`src/rtl/psum_accumulator.sv`:
```
// psum_accumulator: streaming signed partial-sum accumulator with shift, optional rounding and saturation.
// Ports:
//   clk, rst_n             clock, asynchronous active-low reset
//   in_valid/in_ready      input handshake; in_data signed partial sum, in_last ends the vector
//   cfg_shift              right-shift amount, sampled on the first beat of each vector
//   out_valid/out_ready    output handshake; out_data signed activation, out_sat set when clipped
// Define PSUM_ACC_ROUND_EN for round-half-up before the shift; otherwise results truncate toward -inf.
module psum_accumulator #(
   parameter int IN_WIDTH    = 32,
   parameter int ACC_WIDTH   = 40,
   parameter int OUT_WIDTH   = 16,
   parameter int SHIFT_WIDTH = 5
) (
   input  logic                   clk,
   input  logic                   rst_n,
   input  logic                   in_valid,
   output logic                   in_ready,
   input  logic [IN_WIDTH-1:0]    in_data,
   input  logic                   in_last,
   input  logic [SHIFT_WIDTH-1:0] cfg_shift,
   output logic                   out_valid,
   input  logic                   out_ready,
   output logic [OUT_WIDTH-1:0]   out_data,
   output logic                   out_sat
);
   typedef enum logic {ACC, HOLD} state_t;
   localparam logic signed [ACC_WIDTH:0] SAT_MAX = {{(ACC_WIDTH-OUT_WIDTH+2){1'b0}}, {(OUT_WIDTH-1){1'b1}}};
   localparam logic signed [ACC_WIDTH:0] SAT_MIN = ~SAT_MAX;
   state_t                        state_q;
   logic                          first_q, out_valid_q, out_sat_q, sat_hi, sat_lo;
   logic signed [ACC_WIDTH-1:0]   acc_q, acc_d;
   logic [SHIFT_WIDTH-1:0]        shift_q, shift_d;
   logic signed [ACC_WIDTH:0]     ext, rnd, shd;
   logic [OUT_WIDTH-1:0]          out_data_q, out_data_d;
   assign in_ready  = state_q == ACC;
   assign out_valid = out_valid_q;
   assign out_data  = out_data_q;
   assign out_sat   = out_sat_q;
   // Post-processing runs one bit wider than the accumulator so the rounding add cannot overflow.
   always_comb begin
      acc_d   = (first_q ? '0 : acc_q) + ACC_WIDTH'($signed(in_data));
      shift_d = first_q ? cfg_shift : shift_q;
      ext     = {acc_d[ACC_WIDTH-1], acc_d};
`ifdef PSUM_ACC_ROUND_EN
      rnd     = ext + ((shift_d != '0) ? ((ACC_WIDTH+1)'(1) << (shift_d - SHIFT_WIDTH'(1))) : '0);
`else
      rnd     = ext;
`endif
      shd        = rnd >>> shift_d;
      sat_hi     = shd > SAT_MAX;
      sat_lo     = shd < SAT_MIN;
      out_data_d = sat_hi ? SAT_MAX[OUT_WIDTH-1:0] : sat_lo ? SAT_MIN[OUT_WIDTH-1:0] : shd[OUT_WIDTH-1:0];
   end
   always_ff @(posedge clk or negedge rst_n) begin
      if (!rst_n) begin
         state_q     <= ACC;
         first_q     <= 1'b1;
         acc_q       <= '0;
         shift_q     <= '0;
         out_valid_q <= 1'b0;
         out_data_q  <= '0;
         out_sat_q   <= 1'b0;
      end else if (state_q == ACC) begin
         if (in_valid) begin
            if (first_q) shift_q <= cfg_shift;
            if (in_last) begin
               out_data_q  <= out_data_d;
               out_sat_q   <= sat_hi | sat_lo;
               out_valid_q <= 1'b1;
               first_q     <= 1'b1;
               state_q     <= HOLD;
            end else begin
               acc_q   <= acc_d;
               first_q <= 1'b0;
            end
         end
      end else if (out_ready) begin
         out_valid_q <= 1'b0;
         state_q     <= ACC;
      end
   end
endmodule

```
`config.mk`:
```
export PLATFORM = sky130hd
export DESIGN_NAME = psum_accumulator
export DESIGN_NICKNAME = d
export VERILOG_FILES = /design/src/rtl/psum_accumulator.sv
export SDC_FILE = /design/constraint.sdc
export NUM_CORES = 1
export LEC_CHECK = 0
export ABC_AREA = 0
export CORE_MARGIN = 2
export CORE_UTILIZATION = 45
export CTS_BUF_LIST = sky130_fd_sc_hd__clkbuf_8
export CTS_CLUSTER_DIAMETER = 200
export CTS_CLUSTER_SIZE = 10
export DETAILED_ROUTE_END_ITERATION = 7
export GPL_TIMING_DRIVEN = 0
export MAX_ROUTING_LAYER = met4
export PLACE_DENSITY = 0.71
export SLEW_MARGIN = 20
export SYNTH_ARGS = -nofsm -noshare
export SYNTH_HDL_FRONTEND = slang
export SYNTH_SLANG_ARGS = --single-unit
```
`constraint.sdc`:
```
create_clock -name clk -period 11.95 [get_ports clk]
set_clock_uncertainty 0.15 [all_clocks]
set_input_delay 2.39 -clock clk [delete_from_list [all_inputs] [get_ports clk]]
set_output_delay 2.39 -clock clk [all_outputs]
set_load 0.005 [all_outputs]
```
* Word-level counts from Yosys, hierarchy flattened
Index checks and enable logic that the tools add are counted.
** Cells by class
- Add/subtract/negate cells :: 1
- Magnitude comparators :: 2
- Equality and inequality tests :: 1
- Shift operators :: 1
- Mux-type cells :: 12
- Bitwise operators :: 3
- Reduce and logical (&&, ||, !) cells :: 6
** Operators by type and width (number)
- 41-bit by 16-bit > comparator with 1-bit output (second input constant) :: 1
- 41-bit by 16-bit less-than comparator with 1-bit output (second input constant) :: 1
- 40-bit by 5-bit >>> shifter with 41-bit output :: 1
- 40-bit adder :: 1
- 40-bit two-way mux :: 1
- 16-bit two-way mux :: 2
- 3-bit AND reduction :: 3
- 1-bit two-way mux :: 8
- 5-bit two-way mux :: 1
- 2-bit nonzero test :: 2
- 2-bit inequality test (second input constant) :: 1
- 1-bit NOT :: 2
- 2-bit AND reduction :: 1
- 1-bit bitwise OR :: 1
** Word-level totals
- Register bits :: 65
- Bits of input ports :: 42
- Output and inout bits :: 19

* Logic depth before layout (Yosys ltp)
Gate-level depths: netlist (run 1).
- Depth after elaboration :: 6
- Depth in mapped cells :: 23
- Gate-level depth less buffers :: 19

* Worst setup path after synthesis (run 1)
OpenSTA, ideal clock, no wires.
- Kind :: input to register
- From :: in in_data[0]
- To :: reg out_data_q[10] (netlist: out_data[10])
- Setup time :: 0.126 ns
- Arrival time :: 5.975 ns
- Required time :: 11.674 ns
- Path slack :: 5.699 ns
- Stages on the path :: 18
- Path through :: ha_1 inv_1 fa_1 nand2b_1 a21oi_1 o21ai_1 a31oi_4 nor2_1 a221oi_1 nand3_1 a222oi_1 o311a_1 a21oi_1 a2111oi_1 a31oi_1 o21a_1 buf_2 o32a_1
** Between the ends
- Longest elaborated chain between the ends :: 5
- Elaborated cells on any way between the ends :: 6
** RTL lines
- start, declared :: RTL line 18 : input logic [IN_WIDTH-1:0] in_data,
- 40-bit adder (*) :: RTL line 41 : acc_d = (first_q ? '0 : acc_q) + ACC_WIDTH'($signed(in_data));
- 40-bit by 5-bit >>> shifter with 41-bit output (*) :: RTL line 49 : shd = rnd >>> shift_d;
- 41-bit by 16-bit less-than comparator with 1-bit output :: RTL line 51 : sat_lo = shd < SAT_MIN;
- 16-bit two-way mux :: RTL line 52 : out_data_d = sat_hi ? SAT_MAX[OUT_WIDTH-1:0] : sat_lo ? SAT_MIN[OUT_WIDTH-1:0] : shd[OUT_WIDTH-1:0];
- 16-bit two-way mux (*) :: RTL line 52
- end signal, assigned :: RTL line 67 : out_data_q <= out_data_d;
- end, declared :: RTL line 34 : logic [OUT_WIDTH-1:0] out_data_q, out_data_d;
Mark *: on every way between the ends. The rest lies on a longest branch, timed or not.
A chain may end at the register's enable or synchronous reset.

* Worst setup path in the final report (run 1)
- From :: in in_data[0]
- To :: reg out_data_q[6] (netlist: out_data[6])
The elaborated chain is that of the path after synthesis.

==> out/metrics.csv, run 1 <==
stage;metric;value;unit
run_status;outcome;finished, final reports clean;
drt;route.top_layer_used;met4;
placement;io_buffer_count;60;
layout;area_growth_syn_to_layout;14.20;%
synth;synth-async-reset-ratio;1.000;
drt;firstDrtPassIters;8;
pwr;power_leakage;3.820;nW
hold_path;worstHoldPathType;flip-flop to flip-flop;
layout;layout_commonest_cell;sky130_fd_sc_hd__nand2_1;
synth;netlist.area_leader.share;0.1915;
drt;via_count;9324;
synth;synth_area_leader_cell;sky130_fd_sc_hd__dfrtp_1;
setup_path;critical_path.n_buffers_inverters;2;
setup_path;r2r_start;first_q;
setup_path;crit_path_cell_trace;clkdlybuf4s50_1, ha_1, inv_1, fa_1, nand2b_1, a21oi_1, o21bai_1, a21oi_2, o211ai_2, nand3_1, nand4_1, o221ai_1, nor2_1, nor3_1, nand4_1, o31ai_4, a21oi_2, a211oi_1, o32a_1;
floorplan;ioPinCount;61;
setup_path;timing_worst_setup_path_type;input pin to flip-flop;
clock_network;post_cts_sizing_count;0;
clock_network;cts_htree_levels;3;
floorplan;core.rowCount;49;
setup_path;highest_delay_cell_along_the_critical_path;sky130_fd_sc_hd__o221ai_1;
synth;syn_inst;1122;
drt;vias_per_cell;6.529;
sta;period_needed;7.575;ns
drt;wl_met2;13720;um
floorplan;die_x;140.3;um
clock_network;clock-sinks;65;
synth;syn_nets;1204;
setup_path;timing.critical_path.max_delay_family;compound AO/OA/AOI/OAI gates;
synth;postSynthRegisterBits;65;
layout;layout_common_cells;145 x sky130_fd_sc_hd__nand2_1, 124 x sky130_fd_sc_hd__nor2_1, 86 x sky130_fd_sc_hd__o21ai_0;
sta;fin_tns_setup;0;ns
layout;fillCellCount;1814;
sta;final-setup-viol-count;0;
sta;tightest_slew;0.9289;ns
floorplan;initial_core_util;0.4623;
drt;routed_wirelength;31230;um
synth;netlist-cell-type-count;102;
setup_path;cp_data_arrival_time;7.76;ns
synth;synth_sequential_area_ratio;0.1947;
setup_path;max_stage_delay;0.62;ns
sta;holdWs;0.3269;ns
sta;upper_clock_frequency_limit;0.1320;GHz
clock_network;cts-hold-fix-buffers;0;
sta;unrepaired_setup_endpoints_after_global_routing;false;
drt;met1_length;14260;um
grt;global_route.usage.total;0.3252;
drt;drt_drc_violations_left;0;
synth;synth-main-ff-cell;sky130_fd_sc_hd__dfrtp_1;
sta;finalMaxSlewViolations;0;
synth;post_synth_main_area_contributors;sky130_fd_sc_hd__dfrtp_1 19%, sky130_fd_sc_hd__nand2_1 6.5%, sky130_fd_sc_hd__ha_1 5.8%;
setup_path;cp-end-kind;flip-flop;
grt;gr-total-overflow;0;
clock_network;clock_latency_late_sink;0.40;ns
grt;antenna_found_initial;0;
floorplan;overall_die_area;19690;um^2
sta;slew_headroom;0.3630;
pwr;total_power_divided_by_cell_area;299.9;nW/um^2
placement;dp_hpwl;24500;um
layout;antenna_cells_inserted;0;
floorplan;die-height;140.3;um
drt;detailroute.wirelength.met3;2499;um
floorplan;design.core.area;18090;um^2
clock_network;ctsRootBufferMaster;sky130_fd_sc_hd__clkbuf_8;
grt;vias_in_the_first_global_route;8735;
synth;synthesis.area_per_instance;7.453;um^2
clock_network;cts.clk_slew.worst_paths;0.09;ns
clock_network;tritoncts;yes;
drt;postRouteAntennaNets;0;
setup_path;worst_ep_required_time;12.13;ns
placement;place.gp.congestion;0.9901;
synth;yosys_warnings;0;
drt;drt-initial-drc-count;1129;
sta;final_hold_vio_count;0;
grt;grt_start_max_net_pins;46;
pwr;vdd.ir_drop.worst;103.7;uV
synth;netlist_area;8362;um^2
drt;wl_per_cell;21.87;um
setup_path;critPathLaunch;in_data[0];
synth;synth_edf_count;0;
clock_network;cts_made_buffers;9;
layout;nNetsFinal;1276;
setup_path;start_kind;input pin;
sta;timing.final.crit_share;0.6339;
setup_path;critical_path_peak_fanout;10;
hold_path;hold_startpoint;acc_q[36];
layout;proportion_of_layout_cells_with_a_drive_suffix_above_1;0.09425;
flow_run;max_cap_violations;0;
clock_network;cts_post_setup_buffers_inserted;0;
grt;grt_pass1_wl;48960;um
clock_network;ctsLongestPathBuffers;2;
[cells by family (layout without fill, tap and decap cells)]
family	after synthesis	after routing	share of synthesized area
AO/OA/AOI/OAI	394	394	0.3284
XOR/XNOR	31	31	0.03831
adder cells (fa/ha/maj)	40	40	0.06075
buffers and inverters	94	171	0.04788
flip-flops	65	65	0.1947
multiplexers	65	65	0.08125
AND/OR/NAND/NOR	433	433	0.2487
[Yosys cell counts, types with 5 or more instances]
master / count
sky130_fd_sc_hd__buf_1: 11
sky130_fd_sc_hd__o221ai_1: 11
sky130_fd_sc_hd__a21oi_2: 8
sky130_fd_sc_hd__a221oi_1: 5
sky130_fd_sc_hd__nand4_1: 24
sky130_fd_sc_hd__ha_1: 39
sky130_fd_sc_hd__mux2i_1: 42
sky130_fd_sc_hd__o21ai_1: 15
sky130_fd_sc_hd__mux2_2: 23
sky130_fd_sc_hd__inv_1: 16
sky130_fd_sc_hd__nand2b_1: 6
sky130_fd_sc_hd__dfrtp_1: 64
sky130_fd_sc_hd__a211oi_1: 25
sky130_fd_sc_hd__o22ai_1: 8
sky130_fd_sc_hd__nand3_1: 24
sky130_fd_sc_hd__a21o_1: 12
sky130_fd_sc_hd__nor2b_1: 41
sky130_fd_sc_hd__o21a_1: 12
sky130_fd_sc_hd__o21bai_1: 6
sky130_fd_sc_hd__a21oi_1: 80
sky130_fd_sc_hd__xor2_1: 7
sky130_fd_sc_hd__o31ai_1: 8
sky130_fd_sc_hd__and2_1: 9
sky130_fd_sc_hd__buf_2: 17
sky130_fd_sc_hd__nor4_1: 5
sky130_fd_sc_hd__o211ai_1: 25
sky130_fd_sc_hd__o32a_1: 8
sky130_fd_sc_hd__o21ai_0: 86
sky130_fd_sc_hd__a22oi_1: 5
sky130_fd_sc_hd__nand2_1: 145
sky130_fd_sc_hd__a31oi_1: 6
sky130_fd_sc_hd__nor2_1: 124
sky130_fd_sc_hd__and3_1: 5
sky130_fd_sc_hd__xnor2_1: 19
sky130_fd_sc_hd__buf_4: 5
sky130_fd_sc_hd__nor3_1: 19
sky130_fd_sc_hd__clkbuf_1: 44
[worst paths after layout]
path / endpoint / slack [ns] / cells past startpoint
max in group asynchronous: out_data[13] / 9.36 / 2
worst max register to register: out_data[13] / 4.61 / 21
min in group asynchronous: acc_q[30] / 1.73 / 1
worst min register to register: acc_q[36] / 0.33 / 2
worst max-delay path: out_data[6] / 4.38 / 19
worst min-delay path: acc_q[36] / 0.33 / 2
[through the flow]
stage	area (um^2)	total power (W)	utilization	worst slack (ns)	cells
2_1_floorplan	8362	0.001884	-	5.699	1122
6_report	9549	0.002864	0.5280	4.375	1428
5_1_grt	9549	0.003054	0.5280	4.094	1428
4_1_cts	9549	0.002802	0.5280	4.542	1428
3_3_place_gp	9249	0.002508	0.5114	4.165	1411
3_5_place_dp	9274	0.002513	0.5128	4.164	1412
[layout make-up]
type                    instances  area, um^2  share of cell area
flip-flops and latches         65        1628              0.1705
multi-input cells             963        6334              0.6633
clock buffers                  10       137.6             0.01441
clock inverters                 6       137.6             0.01441
well taps                     229       286.5             0.03001
repair buffers                 61       625.6             0.06551
inverters                      16       60.06            0.006289
plain buffers                  78       340.3             0.03564
[where the power goes]
part	switching (W)	total (W)	leakage, nW	internal, W
clock	0.000114	0.000281	0.137	0.000167
sequential	0.0000496	0.000370	0.769	0.000320
combinational	0.00142	0.00221	2.91	0.000790
total	0.00159	0.00286	3.82	0.00128
[registers in the layout, indices dropped and copies added, names as in the netlist]
name,cells
first_q,1
out_data,16
state_q,1
shift_q,5
out_valid,1
out_sat,1
acc_q,40
[layer usage]
layer	global-route usage	up-vias
li1	-	4347
met1	0.4461	4504
met2	0.4964	398
met3	0.05675	75
met4	0.08772	0
met5	-	-
[worst register-to-register path, cell delays in order (launching register included)]
cell,delay (ns)
sky130_fd_sc_hd__dfstp_2,0.52
sky130_fd_sc_hd__clkbuf_1,0.36
sky130_fd_sc_hd__buf_1,0.68
sky130_fd_sc_hd__clkbuf_1,0.63
sky130_fd_sc_hd__nand2b_1,0.25
sky130_fd_sc_hd__inv_1,0.06
sky130_fd_sc_hd__ha_1,0.29
sky130_fd_sc_hd__a211oi_1,0.42
sky130_fd_sc_hd__o21ai_2,0.17
sky130_fd_sc_hd__a21oi_1,0.35
sky130_fd_sc_hd__o21ai_0,0.19
sky130_fd_sc_hd__xnor2_1,0.44
sky130_fd_sc_hd__o22ai_1,0.16
sky130_fd_sc_hd__a211oi_1,0.53
sky130_fd_sc_hd__mux2i_1,0.33
sky130_fd_sc_hd__a22oi_1,0.24
sky130_fd_sc_hd__nand2_1,0.17
sky130_fd_sc_hd__a2111oi_1,0.38
sky130_fd_sc_hd__a31oi_1,0.18
sky130_fd_sc_hd__o21a_1,0.21
sky130_fd_sc_hd__buf_2,0.18
sky130_fd_sc_hd__o32a_1,0.34
No activity file was read; power rests on OpenSTA's default activity.
==> run 2, diff against run 1 <==
--- a/config.mk
+++ b/config.mk
@@ -14,7 +14,7 @@
 export DETAILED_ROUTE_END_ITERATION = 7
 export GPL_TIMING_DRIVEN = 0
 export MAX_ROUTING_LAYER = met4
-export PLACE_DENSITY = 0.71
+export PLACE_DENSITY = 0.73
 export SLEW_MARGIN = 20
 export SYNTH_ARGS = -nofsm -noshare
 export SYNTH_HDL_FRONTEND = slang
==> constraint.sdc (replaced) <==
create_clock -name clk -period 6.4 [get_ports clk]
set_clock_uncertainty 0.15 [all_clocks]
set_input_delay 1.28 -clock clk [delete_from_list [all_inputs] [get_ports clk]]
set_output_delay 1.28 -clock clk [all_outputs]
set_load 0.005 [all_outputs]
==> run 2 against run 1 <==
Net effect: via count up 2.6%; worst setup slack worse by 4.3 ns; die area is the same; critical path depth did not move; clock-buffer cell count unchanged; worst hold slack better by 0.0021 ns; sequential power increased by 87%; sequential cell count stayed put; critical endpoint is now out_data[1]; highest routed layer unchanged.
==> out/metrics.csv, run 2 (synthesis gave the netlist of run 1 again) <==
stage;metric;value;unit;change
run_status;outcome;finished, final reports clean;;
layout;layout_common_cells;145 x sky130_fd_sc_hd__nand2_1, 124 x sky130_fd_sc_hd__nor2_1, 85 x sky130_fd_sc_hd__o21ai_0;;
placement;place_ws;-0.5524;ns;-4.717 ns
sta;finalMaxSlewViolations;0;;unchanged
grt;antenna_found_initial;0;;unchanged
setup_path;start_kind;input pin;;
layout;layout.cell_area.non_filler;9729;um^2;+1.9%
drt;vias_per_cell;6.684;;+2.4%
placement;placement_cell_area;9274;um^2;unchanged
drt;drt-initial-drc-count;1168;;+3.5%
clock_network;cts_made_buffers;9;;unchanged
pwr;internal_power;0.002458;W;+93%
pwr;netSwitchingFraction;0.5553;;+0.001109
clock_network;clock-sinks;65;;unchanged
placement;place.gp.congestion;0.9795;;-1.1%
layout;layout_commonest_cell;sky130_fd_sc_hd__nand2_1;;
layout;area_growth_syn_to_layout;16.35;%;
drt;via_count;9565;;+2.6%
sta;fin_ws;0.1191;ns;-4.256 ns
setup_path;worst_ep_required_time;6.56;ns;-5.57 ns
setup_path;highest_delay_cell_along_the_critical_path;sky130_fd_sc_hd__a221oi_2;;
clock_network;cts.clk_slew.worst_paths;0.08;ns;about the same
layout;antenna_cells_inserted;0;;unchanged
sta;slew_headroom;0.3536;;-0.009425
floorplan;overall_die_area;19690;um^2;unchanged
drt;wl_per_cell;22.26;um;+1.8%
pwr;total_power_divided_by_cell_area;568.1;nW/um^2;+89%
setup_path;timing.critical_path.max_delay_family;compound AO/OA/AOI/OAI gates;;
placement;dp_hpwl;24490;um;about the same
grt;global_route.usage.total;0.3267;;+0.001442
grt;grt_pass1_wl;49380;um;+0.85%
setup_path;cp_data_arrival_time;6.44;ns;-1.32 ns
sta;unrepaired_setup_endpoints_after_global_routing;false;;
sta;period_needed;6.281;ns;
hold_path;worstHoldPathType;flip-flop to flip-flop;;
setup_path;critical_path.n_buffers_inverters;2;;unchanged
grt;vias_in_the_first_global_route;8844;;+1.2%
floorplan;design.core.area;18090;um^2;unchanged
pwr;final_total_power;0.005528;W;+93%
placement;io_buffer_count;60;;unchanged
drt;drt_drc_violations_left;0;;unchanged
floorplan;core.rowCount;49;;unchanged
pwr;p_comb_frac;0.780;;+0.007
grt;gr-total-overflow;0;;unchanged
setup_path;timing_worst_setup_path_type;input pin to flip-flop;;
layout;largest_reg_flops;40;;unchanged
pwr;power.share.clock;0.095;;-0.003
drt;routed_wirelength;31850;um;+2.0%
clock_network;ctsRootBufferMaster;sky130_fd_sc_hd__clkbuf_8;;
setup_path;max_stage_delay;0.60;ns;-0.02 ns
layout;top_register;acc_q;;
sta;upper_clock_frequency_limit;0.1592;GHz;
sta;final-setup-viol-count;0;;unchanged
layout;proportion_of_layout_cells_with_a_drive_suffix_above_1;0.1206;;+0.02639
sta;timing.final.crit_share;0.9814;;
layout;final_util;0.5379;;+0.009962
floorplan;die_x;140.3;um;unchanged
pwr;seq_power_share;0.125;;-0.004
layout;nNetsFinal;1279;;+0.24%
flow_run;max_cap_violations;0;;unchanged
sta;holdWs;0.3290;ns;+0.002134 ns
sta;tightest_slew;0.9426;ns;+0.01374 ns
clock_network;tritoncts;yes;;
grt;grt_start_max_net_pins;54;;+17%
sta;final_hold_vio_count;0;;unchanged
pwr;switching_power;0.003070;W;+93%
clock_network;cts_htree_levels;3;;unchanged
drt;firstDrtPassIters;7;;-1
setup_path;cp-end-kind;flip-flop;;
floorplan;die-height;140.3;um;unchanged
drt;postRouteAntennaNets;0;;unchanged
clock_network;clock_latency_late_sink;0.39;ns;about the same
floorplan;initial_core_util;0.4623;;unchanged
pwr;vdd.ir_drop.worst;228.1;uV;+120%
clock_network;cts-hold-fix-buffers;0;;unchanged
setup_path;critical_path_peak_fanout;10;;unchanged
clock_network;ctsLongestPathBuffers;2;;unchanged
setup_path;crit_path_cell_trace;clkdlybuf4s50_1, ha_1, inv_1, fa_1, nand2b_1, a21oi_1, o21bai_1, a21oi_4, o211ai_2, nand3_1, xnor2_2, a221oi_2, o22ai_1, or2_0, a211o_1, o31ai_4, a21oi_2, a211o_1, a21oi_2;;
pwr;power_leakage;3.892;nW;+1.9%
floorplan;ioPinCount;61;;unchanged
run 2: cell types whose count changed in the layout (fill, tap and decap cells not counted), sizes merged:
cell / previous run / this run
buf: 36 / 41
clkbuf: 54 / 52
run 2: area by class of cell:
type,instances,area (um^2)
Buffer,76,341.6
Clock buffer,10,137.6
Clock inverter,6,137.6
Fill cell,1775,8357
Inverter,16,60.06
Multi-Input combinational cell,963,6475
Sequential cell,65,1628
Tap cell,229,286.5
Timing Repair Buffer,66,663.1
run 2: routing by layer:
metal | up-vias | global-route usage | wire, um | share of wire
met5 | - | - | 0 | 0
met4 | 0 | 0.09410 | 830 | 0.026
met3 | 90 | 0.05060 | 2968 | 0.093
met2 | 523 | 0.4856 | 13890 | 0.44
met1 | 4600 | 0.4605 | 14160 | 0.44
li1 | 4352 | - | - | -
run 2: through the flow:
| stage | cells | setup TNS, ns |
|---|---|---|
| 6_report | 1431 | 0 |
| 4_1_cts | 1428 | 0 |
| 5_1_grt | 1431 | 0 |
| 3_5_place_dp | 1412 | -8.064 |
| 3_3_place_gp | 1411 | -7.471 |
| 2_1_floorplan | 1122 | 0 |
run 2: timing repair:
action,4_1_cts,5_1_grt
gates cloned,0,0
endpoints found under the setup margin,16,16
setup buffers,0,5
gates resized for setup,10,23
pin swaps,0,3
run 2: worst min-delay path: stages (launching register included):
cell and delay (ns):
sky130_fd_sc_hd__dfrtp_1 0.35, sky130_fd_sc_hd__nand2_1 0.05, sky130_fd_sc_hd__o21ai_0 0.06
run 2: power by group through the flow:
stage	logic (W)	registers [W]	clock network (W)
final	0.00431	0.000693	0.000524
after global routing	0.00459	0.000717	0.000541
after CTS	0.00405	0.000692	0.000526
after detailed placement	0.00401	0.000700	0
after global placement	0.00401	0.000693	0
after floorplan	0.00284	0.000677	0
run 2: path summary, 6_finish.rpt:
check | slack, ns | to | startpoint | cells after the start
min in group asynchronous | 0.58 | acc_q[34] | rst_n | 1
max | 0.12 | out_data[1] | in_data[0] | 19
max reg2reg | 0.28 | out_data[1] | first_q | 20
min reg2reg | 0.33 | acc_q[31] | acc_q[31] | 2
max in group asynchronous | 4.96 | out_data[7] | rst_n | 2
min | 0.33 | acc_q[31] | acc_q[31] | 2
